**src/rtl/axi_rd_arbiter.sv**
```systemverilog
// Two-master read-channel arbiter: IFU (m0) and LSU (m1) share one AR/R slave port, one read in flight.
// Define ARB_RR_EN for round-robin arbitration; the default build gives the LSU fixed priority.
module axi_rd_arbiter #(
    parameter int ADDR_W = 64,
    parameter int DATA_W = 64
) (
    input  logic              clk,
    input  logic              rst,
    input  logic              m0_ARVALID,
    output logic              m0_ARREADY,
    input  logic [ADDR_W-1:0] m0_ARADDR,
    input  logic [2:0]        m0_ARPORT,
    output logic              m0_RVALID,
    input  logic              m0_RREADY,
    output logic [DATA_W-1:0] m0_RDATA,
    output logic [1:0]        m0_RRESP,
    input  logic              m1_ARVALID,
    output logic              m1_ARREADY,
    input  logic [ADDR_W-1:0] m1_ARADDR,
    input  logic [2:0]        m1_ARPORT,
    output logic              m1_RVALID,
    input  logic              m1_RREADY,
    output logic [DATA_W-1:0] m1_RDATA,
    output logic [1:0]        m1_RRESP,
    output logic              s_ARVALID,
    input  logic              s_ARREADY,
    output logic [ADDR_W-1:0] s_ARADDR,
    output logic [2:0]        s_ARPORT,
    input  logic              s_RVALID,
    output logic              s_RREADY,
    input  logic [DATA_W-1:0] s_RDATA,
    input  logic [1:0]        s_RRESP,
    output logic              busy
);

    // Handshakes are valid/ready: a transfer happens on a rising edge where both are high.
    typedef enum logic [1:0] {IDLE = 2'd0, AR = 2'd1, R = 2'd2} state_t;

    state_t state;
    logic   gnt;
    logic   pick;
    logic   gnt_arvalid;
    logic   gnt_rready;

`ifdef ARB_RR_EN
    logic last;
    // A lone requester wins; a tie goes to whoever was not granted last time.
    assign pick = (m0_ARVALID && m1_ARVALID) ? ~last : m1_ARVALID;
`else
    assign pick = m1_ARVALID;
`endif

    assign gnt_arvalid = gnt ? m1_ARVALID : m0_ARVALID;
    assign gnt_rready  = gnt ? m1_RREADY  : m0_RREADY;
    assign busy        = (state != IDLE);

    always_ff @(posedge clk) begin
        if (rst) begin
            state <= IDLE;
            gnt   <= 1'b0;
`ifdef ARB_RR_EN
            last  <= 1'b0;
`endif
        end else begin
            case (state)
                IDLE: begin
                    if (m0_ARVALID || m1_ARVALID) begin
                        gnt   <= pick;
                        state <= AR;
`ifdef ARB_RR_EN
                        last  <= pick;
`endif
                    end
                end
                AR: begin
                    // A withdrawn request ends the transaction without reaching the slave.
                    if (!gnt_arvalid) state <= IDLE;
                    else if (s_ARREADY) state <= R;
                end
                R: begin
                    if (s_RVALID && gnt_rready) state <= IDLE;
                end
                default: state <= IDLE;
            endcase
        end
    end

    always_comb begin
        m0_ARREADY = 1'b0;
        m1_ARREADY = 1'b0;
        m0_RVALID  = 1'b0;
        m1_RVALID  = 1'b0;
        m0_RDATA   = '0;
        m1_RDATA   = '0;
        m0_RRESP   = 2'b00;
        m1_RRESP   = 2'b00;
        s_ARVALID  = 1'b0;
        s_ARADDR   = '0;
        s_ARPORT   = 3'b000;
        s_RREADY   = 1'b0;
        case (state)
            AR: begin
                s_ARVALID = gnt_arvalid;
                s_ARADDR  = gnt ? m1_ARADDR : m0_ARADDR;
                s_ARPORT  = gnt ? m1_ARPORT : m0_ARPORT;
                if (gnt) m1_ARREADY = s_ARREADY;
                else     m0_ARREADY = s_ARREADY;
            end
            R: begin
                s_RREADY = gnt_rready;
                if (gnt) begin
                    m1_RVALID = s_RVALID;
                    m1_RDATA  = s_RDATA;
                    m1_RRESP  = s_RRESP;
                end else begin
                    m0_RVALID = s_RVALID;
                    m0_RDATA  = s_RDATA;
                    m0_RRESP  = s_RRESP;
                end
            end
            default: ;
        endcase
    end

endmodule

```
**config.mk**
```make
export PLATFORM = sky130hd
export DESIGN_NAME = axi_rd_arbiter
export DESIGN_NICKNAME = d
export VERILOG_FILES = /design/src/rtl/axi_rd_arbiter.sv
export SDC_FILE = /design/constraint.sdc
export NUM_CORES = 1
export LEC_CHECK = 0
export ABC_AREA = 1
export CORE_AREA = 2 2 163 165
export DETAILED_ROUTE_END_ITERATION = 10
export DIE_AREA = 0 0 165 167
export PLACE_DENSITY = 0.48
export RECOVER_POWER = 25
export SETUP_SLACK_MARGIN = 0.05
export SYNTH_ARGS = -nofsm -noshare
export SYNTH_HDL_FRONTEND = slang
export SYNTH_SLANG_ARGS = --single-unit
```
**constraint.sdc**
```tcl
create_clock -name clk -period 2.18 [get_ports clk]
set_input_delay 0.436 -clock clk [delete_from_list [all_inputs] [get_ports clk]]
set_output_delay 0.436 -clock clk [all_outputs]
set_load 0.005 [all_outputs]
```
## Word level (Yosys, flattened, before mapping)

Cells that the tools add are included.

- Equal/unequal tests: 5
- Muxes and demuxes: 29
- Reduce and logical (&&, ||, !) cells: 6

Operator list:

| cell | number |
|---|---|
| 2-to-1 mux 64 bit | 6 |
| 2-to-1 mux 2 bit | 8 |
| 2-to-1 mux 1 bit | 12 |
| 2-to-1 mux 3 bit | 2 |
| one-hot mux 2 bit (3 select lines) | 1 |
| inequality test 2 bit, second input constant | 2 |
| inequality test 3 bit, second input constant | 1 |
| AND reduction 3 bit | 1 |
| == test 2 x 1 -> 1 bit, second input constant | 1 |
| == test 2 bit, second input constant | 1 |
| zero test 2 bit | 1 |
| AND reduction 2 bit | 1 |
| nonzero test 2 bit | 1 |
| logical AND 1 bit | 1 |
| logical OR 1 bit | 1 |

- Logic and storage cells: 42
- Bits of input ports: 208
- Register bits: 3
- Output and inout port bits: 206

## Logic depth before layout (Yosys ltp)

Gate-level depths: netlist (run 1).

- Word-level depth: 4
- Gate-level depth with buffers: 9
- Gate-level depth less buffers: 8

## Least setup slack after synthesis (run 1)

Ideal clock, no wire load.

- Kind: flip-flop to output port
- From: reg gnt
- To: out m0_RDATA[32]
- Required time: 1744 ps
- Setup slack: 731 ps
- Stages on the path, launching flop included: 7
- Data arrival time: 1013 ps
- Buffers on the path: 3
- Cell sequence: dfxtp_1 > buf_4 > inv_2 > nand2_1 > buf_2 > buf_6 > nor2_1

- Cells in the longest elaborated chain, start to end: 2

RTL lines:

| item | line | RTL |
|---|---|---|
| from (decl) | 40 | `logic gnt;` |
| from (signal assigned) | 68 | `gnt <= pick;` |
| 2-to-1 mux 64 bit | 111 | `if (gnt) begin` |
| 2-to-1 mux 64 bit | 101 | `case (state)` |
| to (decl) | 15 | `output logic [DATA_W-1:0] m0_RDATA,` |

No other way between the ends.

## Final worst setup path (run 1)

- From: reg state[0]
- To: out s_ARADDR[42]

- Cells in the longest elaborated chain, start to end: 2

RTL lines:

| item | line | RTL |
|---|---|---|
| from (decl) | 39 | `state_t state;` |
| from (signal assigned) | 59 | `state <= IDLE;` |
| from (signal assigned) | 69 | `state <= AR;` |
| from (signal assigned) | 77 | `if (!gnt_arvalid) state <= IDLE;` |
| == test 2 x 1 -> 1 bit | 101 |  |
| 2-to-1 mux 64 bit | 101 |  |
| to (decl) | 27 | `output logic [ADDR_W-1:0] s_ARADDR,` |

No other way between the ends.

==> results of run 1 <==
cells by family after synthesis:
kind of cell    Yosys count  share of synthesized area [%]
flops                     3                           2.90
compound gates           70                           18.7
buf+inv                 115                           25.0
simple gates            290                           53.4
cell type report:
cell class | count | area, um2 | area share [%]
well taps | 335 | 419 | 5.81
repair buffers | 462 | 4780 | 66.2
flip-flops and latches | 3 | 66.3 | 0.919
clock buffers | 4 | 78.8 | 1.09
inverters | 79 | 317 | 4.39
multi-input cells | 360 | 1560 | 21.6
synthesized netlist by cell type:
library cell	number	area (um2)
nor3_1	2	10.0
nor2_1	135	507
inv_1	76	285
clkbuf_1	15	56.3
o21ai_0	1	5.00
and3_1	1	6.26
nand2_1	147	552
buf_2	9	45.0
buf_6	8	90.1
a21oi_1	59	295
a21oi_2	10	87.6
nor2_2	1	6.26
nor2_4	1	11.3
inv_2	3	11.3
nand3_1	3	15.0
buf_4	4	30.0
dfxtp_1	3	60.1
path summary, 6_finish.rpt:
path                         start               endpoint  slack (ns)  depth (start not counted)
max          state[0]$_SDFFE_PP0P_           s_ARADDR[42]        0.04                          6
min          state[1]$_SDFFE_PP0P_       gnt$_SDFFE_PP0P_        0.59                          3
max reg2reg  state[0]$_SDFFE_PP0P_  state[1]$_SDFFE_PP0P_        0.79                         10
min reg2reg  state[1]$_SDFFE_PP0P_       gnt$_SDFFE_PP0P_        0.59                          3
what timing repair did:
action,4_1_cts,5_1_grt
pin swaps,1,2
gates resized for setup,166,73
gates cloned,6,4
endpoints found under the setup margin,202,56
setup buffers,5,14
worst reg2reg max path, stage by stage, from the launching register on:
cell and delay (ns):
dfxtp_2 0.33, buf_4 0.12, nor2_4 0.04, buf_4 0.14, buf_4 0.12, buf_4 0.12, buf_4 0.13, nand2_1 0.12
nand3_1 0.09, nand2_1 0.06, inv_1 0.03
metrics by stage:
step | cell area (um2) | worst slack, ns | setup TNS [ns] | power, uW
after global routing | 7220 | -0.0317 | -0.0689 | 1990
after detailed placement | 6650 | -0.107 | -0.168 | 1430
after global placement | 6650 | -0.0928 | -0.184 | 1440
after floorplan | 2070 | 0.731 | 0 | 506
final | 7220 | 0.0370 | 0 | 1840
after CTS | 6820 | -0.0972 | -2.50 | 1780
layer usage:
metal / share of wire, % / vias up / GRT usage (%) / wire, um
met5: 0 / - / 0 / 0
met4: 0.97 / 0 / 1.93 / 176
met3: 9.2 / 10 / 2.39 / 1680
met2: 51 / 252 / 22.6 / 9300
met1: 39 / 1947 / 13.1 / 7030
li1: - / 2262 / - / -
power breakdown:
group,total (uW),internal [uW],switching [uW]
Sequential,73.2,63.0,10.2
Combinational,1470,873,601
Clock,297,242,54.9
Total,1840,1180,666
state kept, by name, summed over array words and instances (netlist names):
name / flops
state: 2
gnt: 1
placed cells by master (no fill, tap or decap), types with 2 or more instances in the layout:
| cell | n |
|---|---|
| a21oi_1 | 51 |
| nand2_1 | 145 |
| buf_12 | 8 |
| a21oi_2 | 18 |
| buf_4 | 27 |
| nor2_2 | 4 |
| inv_1 | 76 |
| dfxtp_2 | 2 |
| buf_16 | 8 |
| nand2_4 | 2 |
| dlymetal6s2s_1 | 52 |
| dlygate4sd2_1 | 148 |
| nor2_4 | 2 |
| nand3_1 | 3 |
| clkbuf_16 | 7 |
| nor3_1 | 2 |
| nor2_1 | 131 |
| clkdlybuf4s50_1 | 211 |
==> flow_metrics.tcl, run 1 <==
set metrics [dict create \
    pin_count 414 \
    power_density_mw_per_mm2 255 \
    clock_latency_ns 0.23 \
    cts_hold_buf 0 \
    path_clk_slew_ns 0.03 \
    crit_path_max_fanout 9 \
    period_needed_ns 2.14 \
    crit_slowest_cell "clkdlybuf4s50_1" \
    grt_start_max_net_pins 35 \
    synthCells 478 \
    max_freq_mhz 467 \
    finalSetupViolations 0 \
    p_leak_uw 0.00471 \
    nFillCells 2963 \
    dpl.cell_count 1210 \
    critPathCaptureType "output port" \
    critPathTopFamily "buffers and inverters" \
    drt-total-wl_um 18200 \
    clkSinkCount 3 \
    hold_path_class "flip-flop to flip-flop" \
    core_area_mm2 0.0258 \
    dp_hpwl_um 14300 \
    final_nets 1117 \
    synth_area_mm2 0.00207 \
    path_cells "inv_2, nor2_4, inv_8, buf_4, a21oi_1, clkdlybuf4s50_1" \
    final_antenna_net_count 0 \
    drtIter0Drc 121 \
    dieArea_mm2 0.0276 \
    holdWs_ns 0.586 \
    root_buffer "clkbuf_16" \
    critPathBufInv 4 \
    io_buffer_count 413 \
    worstSetupPathType "flip-flop to output port" \
    cts_buffers 3 \
    synth-seq-cells 3 \
    syn_nets 686 \
    maxCapViolations 0 \
    peakVddDrop_mv 0.222 \
    drive_gt1_share_pct 9.36 \
    track_usage_pct 11.7 \
    die_h_um 167 \
    wl_per_cell_um 14.6 \
    grt_pass1_wl_um 25200 \
    arrival_ns 1.71 \
    dr.pass1.iters 4 \
    yosysSeqAreaShare_pct 2.90 \
    chipWidth_um 165 \
    initial_utilization_pct 8.05 \
    synth.avg_cell_area_um2 4.34 \
    status "finished clean" \
    slew_headroom_pct 85.1 \
    finClkSkew_ns 0.00191 \
    antenna_found_initial 0 \
    cts_htree_levels 1 \
    finalNonFillerCells 1243 \
    slew_viol_final 0 \
    post-route-period-util_pct 98.3 \
    vias 4471 \
    cpPeakStageDelay_ns 0.53 \
    syn_to_final_growth_pct 248 \
    grt_overflow 0 \
    hold_violations 0 \
    cp-start-kind "flip-flop" \
    finalCoreUtilization_pct 28.0 \
    tritoncts "yes" \
    rows 59 \
    vias_per_cell 3.60 \
    crit_required_ns 1.74 \
    synth.distinct_cells 17 \
    rsz0062_at_grt "yes" \
    worstMarginPinSlew_ns 0.222 \
    synth_warnings 0 \
    gp_congestion 0.739 \
    clockBufferDepth 2 \
    num_antenna_cells 0 \
    grt_pass1_vias 4556 \
    drc 0 \
]
No activity file was read; power rests on OpenSTA's default activity.
==> inputs of run 2 (changes only) <==
- RECOVER_POWER: 25 -> unset
==> run 2 against run 1 <==
  * Sequential power about the same
  * Sequential share of layout area unchanged
  * Fmax about the same
  * Critical endpoint unchanged
  * Via count about the same
  * Sequential cell count unchanged
  * Routed wire length about the same
  * Utilization unchanged
  * Clock power about the same
  * Critical path type unchanged
==> flow_metrics.tcl, run 2 (synthesis gave the netlist of run 1 again) <==
set metrics [dict create \
    status "finished clean" \
    finClkSkew_ns 0.00218 \
    cpPeakStageDelay_ns 0.53 \
    grt_pass1_vias 4556 \
    dp_hpwl_um 14300 \
    root_buffer "clkbuf_16" \
    dr.pass1.iters 4 \
    power_density_mw_per_mm2 256 \
    drt-total-wl_um 18200 \
    worstSetupPathType "flip-flop to output port" \
    holdPathStages 3 \
    clock_latency_ns 0.23 \
    post-route-period-util_pct 98.3 \
    cts_buffers 3 \
    dieArea_mm2 0.0276 \
    grt_start_max_net_pins 35 \
    wl_per_cell_um 14.6 \
    grt_overflow 0 \
    initial_utilization_pct 8.05 \
    finalCoreUtilization_pct 28.0 \
    tritoncts "yes" \
    hold_start "state[1]$_SDFFE_PP0P_" \
    cp-start-kind "flip-flop" \
    top_register "state" \
    worstMarginPinSlew_ns 0.219 \
    rsz0062_at_grt "yes" \
    finalSetupViolations 0 \
    chipWidth_um 165 \
    power_switching_uw 666 \
    path_clk_slew_ns 0.03 \
    rows 59 \
    combPwrFrac_pct 79.9 \
    holdWs_ns 0.586 \
    die_h_um 167 \
    gp_congestion 0.739 \
    internal_power_uw 1180 \
    period_needed_ns 2.14 \
    drive_gt1_share_pct 9.36 \
    crit_path_max_fanout 9 \
    arrival_ns 1.71 \
    critPathCaptureType "output port" \
    timing.final.ws_setup_ns 0.0371 \
    slew_headroom_pct 85.2 \
    ff2ff_path_depth 10 \
    slew_viol_final 0 \
    core_area_mm2 0.0258 \
    pin_count 414 \
    antenna_found_initial 0 \
    r2r-end "state[1]$_SDFFE_PP0P_" \
    clockBufferDepth 2 \
    vias 4468 \
    nFillCells 2963 \
    vias_per_cell 3.59 \
    tns_ns 0 \
    final_nets 1117 \
    drtIter0Drc 121 \
    largestRegisters "state x2, gnt x1" \
    syn_to_final_growth_pct 248 \
    cts_htree_levels 1 \
    crit_required_ns 1.74 \
    num_antenna_cells 0 \
    hold_path_class "flip-flop to flip-flop" \
    regToRegStartpoint "state[0]$_SDFFE_PP0P_" \
    layout_commonest_cell "clkdlybuf4s50_1" \
    switching_share_pct 36.1 \
    peakVddDrop_mv 0.222 \
    whs_endpoint "gnt$_SDFFE_PP0P_" \
    p_leak_uw 0.00471 \
    hold_violations 0 \
    crit_slowest_cell "clkdlybuf4s50_1" \
    pwr-share-clk_pct 16.1 \
    drc 0 \
    sequentialPowerShare_pct 4.0 \
    grt_pass1_wl_um 25200 \
    final_antenna_net_count 0 \
    path_cells "inv_2, nor2_4, inv_8, buf_4, a21oi_1, clkdlybuf4s50_1" \
    layout_common_cells "clkdlybuf4s50_1, dlygate4sd2_1, nand2_1, nor2_1, inv_1" \
    track_usage_pct 11.7 \
    reg2reg_slack_ns 0.80 \
    maxCapViolations 0 \
    largest_reg_flops 2 \
    clkSinkCount 3 \
    io_buffer_count 413 \
    max_freq_mhz 467 \
    pre_cts_ws_ns -0.107 \
]
-- run 2: cell types whose count changed in the layout (fill, tap and decap cells not counted), sizes merged --
cell	previous run	this run
buf	44	45
dlygate4sd3	1	0
clkdlybuf4s50	211	212
clkbuf	10	9
-- run 2: final cells by class --
class	count	area (um2)	share of cell area, %
inverters	79	317	4.39
clock buffers	4	78.8	1.09
repair buffers	462	4780	66.2
well taps	335	419	5.81
multi-input cells	360	1560	21.6
flip-flops and latches	3	66.3	0.919
-- run 2: layer usage --
layer	GRT usage, %	wire length [um]
met5	0	0
met2	22.6	9310
met4	1.93	176
met3	2.39	1680
met1	13.1	7020
-- run 2: power groups by stage --
stage               logic, uW  registers [uW]  clock network [uW]
global placement         1370            69.3                   0
detailed placement       1360            69.2                   0
finish                   1470            73.2                 297
global route             1610            74.6                 312
floorplan                 439            66.9                   0
CTS                      1410            72.0                 300
-- run 2: repair_timing --
action | in CTS | in global routing
hold buffers | 0 | 0
pin swaps | 1 | 2
endpoints found under the hold margin | 0 | 0
cloned | 6 | 4
gates resized for setup | 166 | 73
setup endpoints to repair | 202 | 56
setup buffers | 5 | 14
-- run 2: per-stage QoR --
stage                     instance area [um2]  power (uW)  instances
final                                    7220        1840       1243
after global routing                     7220        1990       1243
after CTS                                6820        1780       1225
after detailed placement                 6650        1430       1210
after global placement                   6650        1440       1210
after floorplan                          2070         506        478
-- run 2: worst max path at each step --
stage,startpoint,endpoint,slack (ns)
final,state[0]$_SDFFE_PP0P_,s_ARADDR[42],0.04
after global routing,state[0]$_SDFFE_PP0P_,s_ARADDR[42],-0.03
after CTS,state[0]$_SDFFE_PP0P_,s_ARADDR[50],-0.1
after detailed placement,m1_ARPORT[1],s_ARPORT[1],-0.11
after global placement,m1_ARPORT[1],s_ARPORT[1],-0.09
after floorplan,gnt$_SDFFE_PP0P_,m0_RDATA[32],0.73
-- run 2: worst max-delay path, delay by kind of cell, from the launching register on --
kind / cells / cell delay, ns
compound gates: 1 / 0.17
buf+inv: 4 / 0.81
flops: 1 / 0.33
simple gates: 1 / 0.17
==> inputs of run 3 (changes only) <==
- ABC_AREA: 1 -> 0
- CORE_AREA: 2 2 163 165 -> 2 2 161 163
- DIE_AREA: 0 0 165 167 -> 0 0 163 165
- PLACE_DENSITY: 0.48 -> 0.49
==> run 3 against run 2 <==
  * Combinational power is 15% lower
  * Clock-buffer cell count did not move
  * Critical path depth decreased by 1
  * Sequential power down 12%
  * Sequential share of layout area down 0.064 points
  * Register-to-register slack got worse by 0.09 ns
  * Clock power down 1%
  * Cell count shrank 11%
  * Clock skew decreased by 0.0010 ns
  * Synthesized cell count down 32%
  * Critical path type unchanged
==> flow_metrics.tcl, run 3 <==
set metrics [dict create \
    clock_latency_ns 0.22 \
    final_nets 988 \
    finalCoreUtilization_pct 30.4 \
    dp_hpwl_um 12900 \
    cp-start-kind "flip-flop" \
    hold_violations 0 \
    ys_top_cells_by_area "and2_1, mux2i_1, nor2_1" \
    vias 3906 \
    dr.pass1.iters 4 \
    synth_edf_count 0 \
    wl_per_cell_um 15.7 \
    synth.distinct_cells 21 \
    synth_area_mm2 0.00211 \
    syn_to_final_growth_pct 260 \
    initial_utilization_pct 8.44 \
    synthFlopType "dfxtp_1" \
    finalSetupViolations 0 \
    synthCells 325 \
    worstMarginPinSlew_ns 0.458 \
    antenna_found_initial 0 \
    crit_path_max_fanout 7 \
    largest_reg_flops 2 \
    synth_top_family_by_area "simple AND/OR/NAND/NOR gates" \
    nFillCells 2685 \
    slew_headroom_pct 68.7 \
    pin_count 414 \
    synthSimpleGateAreaFrac_pct 55.2 \
    finClkSkew_ns 0.00115 \
    final_antenna_net_count 0 \
    yosysSeqAreaShare_pct 2.84 \
    arrival_ns 1.70 \
    period_needed_ns 2.14 \
    clkSinkCount 3 \
    r2r-end "state[1]$_SDFFE_PP0P_" \
    slew_viol_final 0 \
    layout_common_cells "clkdlybuf4s50_1, and2_1, dlymetal6s2s_1, nor2_1, dlygate4sd2_1" \
    tns_ns 0 \
    synthArstFlopShare_pct 0 \
    grt_overflow 0 \
    layout_commonest_cell "clkdlybuf4s50_1" \
    synthMuxAreaShare_pct 32.7 \
    synth-compound-area-share_pct 1.95 \
    critPathCaptureType "output port" \
    synth_warnings 0 \
    p_total_uw 1600 \
    drtIter0Drc 75 \
    cts_htree_levels 1 \
    worstSetupPathType "flip-flop to output port" \
    ff2ff_path_depth 5 \
    cts_hold_buf 0 \
    synth-seq-cells 3 \
    reg2reg_slack_ns 0.71 \
    maxCapViolations 0 \
    synth-adder-area-share_pct 0 \
    dieArea_mm2 0.0269 \
    largestRegisters "state x2, gnt x1" \
    root_buffer "clkbuf_16" \
    multiInputGateArea_mm2 0.00198 \
    max_freq_mhz 467 \
    hold_path_class "flip-flop to flip-flop" \
    synth_xor_area_share_pct 0 \
    cts_buffers 3 \
    grt_start_max_net_pins 55 \
    vias_per_cell 3.52 \
    top_register "state" \
    chipWidth_um 163 \
    ys_top_cells_by_count "and2_1, nor2_1, mux2i_1" \
    path_clk_slew_ns 0.03 \
    grt_pass1_wl_um 21900 \
    hold_start "state[1]$_SDFFE_PP0P_" \
    syn_nets 533 \
    regToRegStartpoint "gnt$_SDFFE_PP0P_" \
    core_area_mm2 0.0250 \
    synth_top_area_share_pct 39.7 \
    drive_gt1_share_pct 13.7 \
    clockBufferDepth 2 \
    whs_endpoint "state[0]$_SDFFE_PP0P_" \
    power_density_mw_per_mm2 211 \
    p_leak_uw 0.00463 \
    rsz0062_at_grt "yes" \
    gp_congestion 0.751 \
    holdPathStages 1 \
    io_buffer_count 413 \
    synth.avg_cell_area_um2 6.50 \
    grt_pass1_vias 3756 \
    synth_most_common_cell "and2_1" \
    drc 0 \
    crit_required_ns 1.74 \
    die_h_um 165 \
    num_antenna_cells 0 \
    post-route-period-util_pct 98.2 \
    synth_top_cell_by_area "and2_1" \
    drt-total-wl_um 17400 \
    track_usage_pct 10.5 \
    rows 58 \
    status "finished clean" \
    seq_area_um2 65.1 \
    tritoncts "yes" \
    peakVddDrop_mv 0.151 \
]
-- run 3: changes by cell type after synthesis, moves of 2 or more --
cell | previous run | this run
nand3_1 | 3 | 0
and2_1 | 0 | 134
buf_2 | 9 | 7
mux2i_1 | 0 | 69
a21oi_2 | 10 | 0
inv_2 | 3 | 0
nand2_1 | 147 | 2
clkbuf_2 | 0 | 6
clkbuf_1 | 15 | 13
inv_1 | 76 | 3
nor2_1 | 135 | 72
a21oi_1 | 59 | 2
buf_6 | 8 | 0
-- run 3: power by group --
part           switching (uW)  internal [uW]
Combinational             422            824
Sequential               4.69           60.0
Clock                    51.6            241
-- run 3: critical path: stages (launching register included) --
cell and delay [ns]:
dfxtp_1 0.30, nand2b_4 0.17, nor2_4 0.19, buf_6 0.15, and2_1 0.15, clkdlybuf4s50_1 0.51
-- run 3: metal layers --
| metal | GRT usage (%) | wire [um] | up-vias |
|---|---|---|---|
| met5 | 0 | 0 | - |
| met4 | 1.49 | 136 | 0 |
| met3 | 2.56 | 1470 | 13 |
| met2 | 20.6 | 9400 | 214 |
| met1 | 11.6 | 6370 | 1728 |
| li1 | - | - | 1951 |
-- run 3: final cells by class --
cell class | count | share of cell area, %
Clock buffer | 4 | 1.04
Timing Repair Buffer | 480 | 66.4
Tap cell | 330 | 5.42
Inverter | 3 | 0.197
Sequential cell | 3 | 0.855
Multi-Input combinational cell | 289 | 26.1
-- run 3: cells by family after synthesis --
family / after synthesis
flip-flops: 3
AO/OA/AOI/OAI: 6
buffers and inverters: 33
AND/OR/NAND/NOR: 214
multiplexers: 69
-- run 3: how the worst max path moves through the flow --
| stage | start | to | slack (ns) |
|---|---|---|---|
| 2_1_floorplan | gnt$_SDFFE_PP0P_ | s_ARADDR[44] | 0.65 |
| 3_3_place_gp | m1_RREADY | s_RREADY | 0.06 |
| 3_5_place_dp | m1_RREADY | s_RREADY | 0.03 |
| 4_1_cts | gnt$_SDFFE_PP0P_ | m0_RRESP[0] | -0.09 |
| 5_1_grt | state[0]$_SDFFE_PP0P_ | m0_RDATA[14] | -0.05 |
| 6_report | state[0]$_SDFFE_PP0P_ | m0_RDATA[14] | 0.04 |
-- run 3: timing repair --
action / CTS / global route
setup endpoints to repair: 166 / 90
cloned: 4 / 6
resized for setup: 137 / 160
pin swaps: 0 / 2
buffers inserted: 1 / 35
-- run 3: stage by stage --
stage                     hold slack, ns  setup slack [ns]  instances  instance area [um2]
after detailed placement           0.548            0.0301       1059                 6780
after global placement             0.547            0.0587       1059                 6780
after CTS                          0.515           -0.0863       1068                 6930
after floorplan                    0.493             0.646        325                 2110
final                              0.506            0.0394       1109                 7610
after global routing               0.530           -0.0453       1109                 7610
